**config.mk**
```make
export PLATFORM = sky130hd
export DESIGN_NAME = psum_accum_ctrl
export DESIGN_NICKNAME = d
export VERILOG_FILES = /design/src/rtl/psum_accum_ctrl.sv
export SDC_FILE = /design/constraint.sdc
export NUM_CORES = 1
export LEC_CHECK = 0
export ABC_AREA = 1
export BUFFER_PORTS_ARGS = -buffer_cell sky130_fd_sc_hd__buf_4
export CORE_AREA = 2 2 158 160
export CTS_CLUSTER_DIAMETER = 50
export DETAILED_ROUTE_END_ITERATION = 16
export DIE_AREA = 0 0 160 162
export GPL_ROUTABILITY_DRIVEN = 0
export HOLD_SLACK_MARGIN = 0.08
export PLACE_DENSITY_LB_ADDON = 0.05
export SETUP_SLACK_MARGIN = 0.4
export SYNTH_ARGS = -nofsm -noshare
export SYNTH_HDL_FRONTEND = slang
export SYNTH_SLANG_ARGS = --single-unit
```
**constraint.sdc**
```tcl
create_clock -name clk -period 2.4 [get_ports clk]
set_clock_uncertainty 0.1 [all_clocks]
set_input_delay 0.36 -clock clk [delete_from_list [all_inputs] [get_ports clk]]
set_output_delay 0.36 -clock clk [all_outputs]
set_load 0.01 [all_outputs]
```
**src/rtl/psum_accum_ctrl.sv**
```systemverilog
// psum_accum_ctrl: sequences the 3-input accumulate adder over the input-channel groups of
// one output-channel tile. Stage S1 registers a product triple and issues the partial-sum
// read; stage S2 drives the adder and either writes the partial sum back or emits the
// final biased sum.
module psum_accum_ctrl #(
  parameter int unsigned ADDR_W = 8,
  parameter int unsigned GRP_W  = 6
) (
  input  logic              clk,
  input  logic              rst_n,
  // Tile control
  input  logic              start,
  input  logic [GRP_W-1:0]  cfg_groups,
  input  logic [ADDR_W:0]   cfg_pix,
  output logic              busy,
  output logic              done,
  // Product triples
  input  logic              prod_valid,
  output logic              prod_ready,
  input  logic [31:0]       prod0,
  input  logic [31:0]       prod1,
  input  logic [31:0]       prod2,
  // Accumulate adder
  output logic [31:0]       adder_in1,
  output logic [31:0]       adder_in2,
  output logic [31:0]       adder_in3,
  output logic [31:0]       adder_psum,
  output logic [1:0]        adder_mode,
  input  logic [31:0]       adder_result,
  // Partial-sum SRAM
  output logic              psum_rd_en,
  output logic [ADDR_W-1:0] psum_rd_addr,
  input  logic [31:0]       psum_rd_data,
  output logic              psum_wr_en,
  output logic [ADDR_W-1:0] psum_wr_addr,
  output logic [31:0]       psum_wr_data,
  // Final sums
  output logic              out_valid,
  output logic [ADDR_W-1:0] out_addr,
  output logic [31:0]       out_data
);

  localparam int unsigned PixW = ADDR_W + 1;

  localparam logic [1:0] ModeProd = 2'd0;  // products only
  localparam logic [1:0] ModePsum = 2'd1;  // products + psum
  localparam logic [1:0] ModeBias = 2'd2;  // products + psum + bias

  typedef enum logic [1:0] {StIdle, StRun, StDrain, StDone} state_e;

  state_e            state_q, state_d;
  logic [GRP_W-1:0]  grp_num_q, grp_num_d;
  logic [PixW-1:0]   pix_num_q, pix_num_d;
  logic [GRP_W-1:0]  grp_cnt_q, grp_cnt_d;
  logic [ADDR_W-1:0] pix_cnt_q, pix_cnt_d;

  // S2 pipeline register
  logic              s2_valid_q;
  logic              s2_first_q;
  logic              s2_last_q;
  logic [ADDR_W-1:0] s2_addr_q;
  logic [31:0]       in1_q, in2_q, in3_q;
  logic [1:0]        mode_q, mode_d;
  logic              fwd_q, fwd_d;
  logic [31:0]       fwd_data_q;

  logic accept;
  logic grp_first;
  logic grp_last;
  logic pix_last;
  logic s2_wr;
  logic s2_out;

  assign prod_ready = (state_q == StRun);
  assign busy       = (state_q != StIdle);
  assign done       = (state_q == StDone);
  assign accept     = prod_valid && prod_ready;

  assign grp_first = (grp_cnt_q == '0);
  assign grp_last  = (grp_cnt_q == grp_num_q - GRP_W'(1));
  assign pix_last  = ({1'b0, pix_cnt_q} == pix_num_q - PixW'(1));

  // Tile FSM and group/pixel counters: next state.
  always_comb begin
    state_d   = state_q;
    grp_num_d = grp_num_q;
    pix_num_d = pix_num_q;
    grp_cnt_d = grp_cnt_q;
    pix_cnt_d = pix_cnt_q;
    case (state_q)
      StIdle: begin
        if (start) begin
          grp_num_d = cfg_groups;
          pix_num_d = cfg_pix;
          grp_cnt_d = '0;
          pix_cnt_d = '0;
          // An empty tile skips straight to completion without touching the SRAM.
          if (cfg_groups == '0 || cfg_pix == '0) begin
            state_d = StDone;
          end else begin
            state_d = StRun;
          end
        end
      end
      StRun: begin
        if (accept) begin
          if (pix_last) begin
            pix_cnt_d = '0;
            if (grp_last) begin
              state_d = StDrain;
            end else begin
              grp_cnt_d = grp_cnt_q + GRP_W'(1);
            end
          end else begin
            pix_cnt_d = pix_cnt_q + ADDR_W'(1);
          end
        end
      end
      // Hold until the final triple has left S2.
      StDrain: begin
        if (!s2_valid_q) begin
          state_d = StDone;
        end
      end
      StDone: begin
        state_d = StIdle;
      end
      default: begin
        state_d = StIdle;
      end
    endcase
  end

  // Tile FSM and counter registers.
  always_ff @(posedge clk or negedge rst_n) begin
    if (!rst_n) begin
      state_q   <= StIdle;
      grp_num_q <= '0;
      pix_num_q <= '0;
      grp_cnt_q <= '0;
      pix_cnt_q <= '0;
    end else begin
      state_q   <= state_d;
      grp_num_q <= grp_num_d;
      pix_num_q <= pix_num_d;
      grp_cnt_q <= grp_cnt_d;
      pix_cnt_q <= pix_cnt_d;
    end
  end

  // S1: adder mode for the accepted triple and read-after-write forwarding detect.
  always_comb begin
    mode_d = ModePsum;
    if (grp_last) begin
      mode_d = ModeBias;
    end else if (grp_first) begin
      mode_d = ModeProd;
    end
    // The SRAM returns stale data when S2 writes the address S1 is reading (P == 1).
    fwd_d = psum_rd_en && s2_wr && (s2_addr_q == pix_cnt_q);
  end

  // S1 -> S2 pipeline register; mode holds across bubbles.
  always_ff @(posedge clk or negedge rst_n) begin
    if (!rst_n) begin
      s2_valid_q <= 1'b0;
      s2_first_q <= 1'b0;
      s2_last_q  <= 1'b0;
      s2_addr_q  <= '0;
      in1_q      <= '0;
      in2_q      <= '0;
      in3_q      <= '0;
      mode_q     <= ModeProd;
      fwd_q      <= 1'b0;
      fwd_data_q <= '0;
    end else begin
      s2_valid_q <= accept;
      if (accept) begin
        s2_first_q <= grp_first;
        s2_last_q  <= grp_last;
        s2_addr_q  <= pix_cnt_q;
        in1_q      <= prod0;
        in2_q      <= prod1;
        in3_q      <= prod2;
        mode_q     <= mode_d;
        fwd_q      <= fwd_d;
        fwd_data_q <= psum_wr_data;
      end
    end
  end

  assign s2_wr  = s2_valid_q && !s2_last_q;
  assign s2_out = s2_valid_q && s2_last_q;

  // S1 read request and S2 adder, write-back and final-sum outputs.
  always_comb begin
    psum_rd_en   = accept && !grp_first;
    psum_rd_addr = psum_rd_en ? pix_cnt_q : '0;

    adder_in1  = in1_q;
    adder_in2  = in2_q;
    adder_in3  = in3_q;
    adder_mode = mode_q;
    adder_psum = '0;
    if (s2_valid_q && !s2_first_q) begin
      adder_psum = fwd_q ? fwd_data_q : psum_rd_data;
    end

    psum_wr_en   = s2_wr;
    psum_wr_addr = s2_wr ? s2_addr_q : '0;
    psum_wr_data = s2_wr ? adder_result : '0;

    out_valid = s2_out;
    out_addr  = s2_out ? s2_addr_q : '0;
    out_data  = s2_out ? adder_result : '0;
  end

endmodule

```
==> results.json <==
{
  "status": "finished, final reports clean",
  "crit_path_end_kind": "output pin",
  "drt_wl_total_mm": 34.7,
  "grt_usage_pct": 24.7,
  "synthToLayoutAreaGrowth_pct": 79.7,
  "cts_buffer_depth": 2,
  "period_share_pct": 93.8,
  "design_area_um2": 15300,
  "dp_hpwl_mm": 22.4,
  "worstPathRequired_ps": 1940,
  "final_max_slew_viol_count": 0,
  "design.core.area_um2": 24100,
  "cts_tree": "yes",
  "rows": 57,
  "via_per_inst": 4.71,
  "max_clock_freq_ghz": 0.444,
  "htree_levels": 4,
  "grt-ovfl-total": 0,
  "start_kind": "flip-flop",
  "antenna_found_initial": 1,
  "arrival_ps": 1790,
  "fp.dieArea_um2": 25900,
  "nNetsFinal": 1873,
  "path_clk_slew_ps": 70,
  "drive_gt1_share_pct": 40.1,
  "setup_viol_count_final": 0,
  "path_class": "flip-flop to output pin",
  "p_int_mw": 9.09,
  "ctsRootBufferMaster": "clkbuf_16",
  "tns_ps": 0,
  "grt_pass1_vias": 9209,
  "fin_crit_ps": 2250,
  "insertion_delay_ps": 430,
  "hold_viol": 0,
  "synth.avg_cell_area_um2": 7.44,
  "placed_cell_area_um2": 11900,
  "worstHoldPathType": "input port to flip-flop",
  "p_clk_share_pct": 17.9,
  "tightest_slew_ps": 809,
  "power.density_nw_per_um2": 1020,
  "netSwitchingFraction_pct": 41.5,
  "yosysSeqAreaShare_pct": 50.6,
  "vdd_drop_max_mv": 0.558,
  "grt_max_degree": 162,
  "cts_buffers": 17,
  "pwr-share-comb_pct": 50.5,
  "leakage_nw": 7.88,
  "slew_headroom_pct": 46.1,
  "yosys_warnings": 0,
  "crit_fanout": 5,
  "ys_seq_elements": 172,
  "initial_core_util_pct": 35.3,
  "drt-initial-drc-count": 532,
  "drc_errors": 0,
  "wl_per_cell_um": 17.2,
  "grt_pass1_wl_mm": 50.5,
  "via_count": 9528,
  "seq_power_share_pct": 31.6,
  "syn_area_um2": 8510,
  "rsz0062_at_grt": "true",
  "ios": 403,
  "drt-pass1-iter-count": 5,
  "io_buffers": 402,
  "final_antenna_net_count": 0,
  "die_w_um": 160,
  "cap_violations": 0,
  "syn_inst": 1143,
  "switchingPower_mw": 6.45,
  "cts.sinks": 172,
  "die_y_um": 162,
  "nFillCells": 2080,
  "ys_types": 33,
  "synth_nets": 1332
}
-- worst paths after layout --
path / start / endpoint / slack [ps] / cells past startpoint
max: grp_cnt_q[0]$_DFFE_PN0P_ / psum_rd_addr[4] / 150 / 8
min: cfg_groups[0] / grp_num_q[0]$_DFFE_PN0P_ / 90 / 3
max reg2reg: state_q[0]$_DFFE_PN0P_ / grp_cnt_q[5]$_DFFE_PN0P_ / 320 / 13
min reg2reg: adder_in2[15]$_DFFE_PN0P_ / adder_in2[15]$_DFFE_PN0P_ / 380 / 2
max in group asynchronous: rst_n / fwd_q$_DFFE_PN0P_ / 1060 / 3
min in group asynchronous: rst_n / adder_in1[29]$_DFFE_PN0P_ / 340 / 2
-- area by class of cell --
cell class,count,area [um^2],area share (%)
multi-input cells,776,4260,27.9
flip-flops and latches,172,4310,28.2
clock buffers,17,425,2.78
well taps,324,405,2.65
diodes,1,2.50,0.0164
repair inverters,1,7.51,0.0491
repair buffers,577,5160,33.7
clock inverters,15,173,1.13
inverters,139,547,3.58
-- sequential cells by signal (all words and copies together), names as in the netlist, 2 cells and up --
signal / cells
adder_in3: 32
s2_addr_q: 8
state_q: 2
pix_num_q: 9
fwd_data_q: 32
adder_in1: 32
grp_num_q: 6
pix_cnt_q: 8
adder_in2: 32
grp_cnt_q: 6
-- per-stage QoR --
| stage | total power [mW] | setup slack, ps | hold slack (ps) | util [%] | cells |
|---|---|---|---|---|---|
| floorplan | 8.04 | 415 | -35.6 | - | 1143 |
| global placement | 10.8 | 340 | 286 | 49.3 | 1828 |
| detailed placement | 10.8 | 256 | 279 | 49.3 | 1828 |
| CTS | 14.6 | 167 | 81.0 | 59.6 | 1990 |
| global route | 16.6 | 49.7 | 96.3 | 63.4 | 2022 |
| finish | 15.5 | 149 | 91.8 | 63.4 | 2022 |
-- synthesized netlist by cell type --
cell	count	area (um^2)
inv_2	12	45.0
nor3_1	2	10.0
a22o_1	1	8.76
nor3b_1	1	7.51
a21oi_2	2	17.5
clkbuf_1	35	131
or2_1	1	6.26
or2_2	2	12.5
nor2_1	149	559
dfrtp_1	172	4300
nand2_2	4	25.0
o22ai_1	5	31.3
xor2_1	7	61.3
nand4_1	15	93.8
buf_1	5	18.8
nand3b_1	2	15.0
nor2_4	1	11.3
o211ai_1	1	7.51
nor2_2	4	25.0
o31ai_1	2	15.0
a211oi_1	32	240
a21oi_1	9	45.0
inv_1	127	477
buf_6	2	22.5
buf_4	1	7.51
o21ai_1	2	10.0
nand3_1	19	95.1
nand3_2	3	30.0
xnor2_1	6	52.6
buf_2	13	65.1
ha_1	10	125
nand2_1	440	1650
o21ai_0	56	280
-- critical path: stages, from the launching register on --
cell        delay (ps)
dfrtp_2            430
inv_4               80
ha_4               120
nand4_1            110
nand2_2            180
clkinvlp_4         180
nand2_1            110
inv_1               50
buf_6              110
-- layout by cell type, fill, tap and decap left out, types with 19 or more instances in the layout --
cell	netlist	routed
nand2_1	440	428
o21ai_0	56	54
buf_4	1	414
nor2_2	4	19
a211oi_2	0	29
nor2_1	149	76
inv_1	127	116
clkbuf_16	0	25
nor2_4	1	59
dfrtp_1	172	169
dlygate4sd3_1	0	98
buf_6	2	34
-- cell families after synthesis --
logic type / count (synthesis) / share of synthesized area [%]
AOI/OAI and AO/OA: 110 / 7.71
buffers and inverters: 195 / 9.01
adders and majority gates: 10 / 1.47
xor gates and xnor gates: 13 / 1.34
DFF: 172 / 50.6
and+or+nand+nor: 643 / 29.9
-- layer usage --
metal / global-route usage (%) / wire (um) / share of wire (%) / vias to the layer above
li1: - / - / - / 4577
met1: 30.2 / 13700 / 39 / 4523
met2: 42.5 / 17600 / 51 / 359
met3: 6.44 / 2360 / 6.8 / 69
met4: 8.56 / 1030 / 3.0 / 0
met5: 0 / 0 / 0 / -
-- power groups by stage --
stage / Combinational [mW] / Sequential, mW / Clock [mW]
after detailed placement: 5.92 / 4.90 / 0
final: 7.85 / 4.91 / 2.77
after global placement: 5.85 / 4.92 / 0
after global routing: 8.57 / 5.06 / 2.99
after CTS: 6.91 / 4.88 / 2.85
after floorplan: 2.93 / 5.11 / 0
-- repair_timing --
| item | 4_1_cts | 5_1_grt |
|---|---|---|
| endpoints found under the hold margin | 147 | 0 |
| hold buffers | 98 | 0 |
| setup buffers | 26 | 21 |
| resized for setup | 142 | 134 |
| cloned | 6 | 10 |
| endpoints found under the setup margin | 144 | 137 |
| pin swaps | 40 | 61 |
No activity file was read; power rests on OpenSTA's default activity.
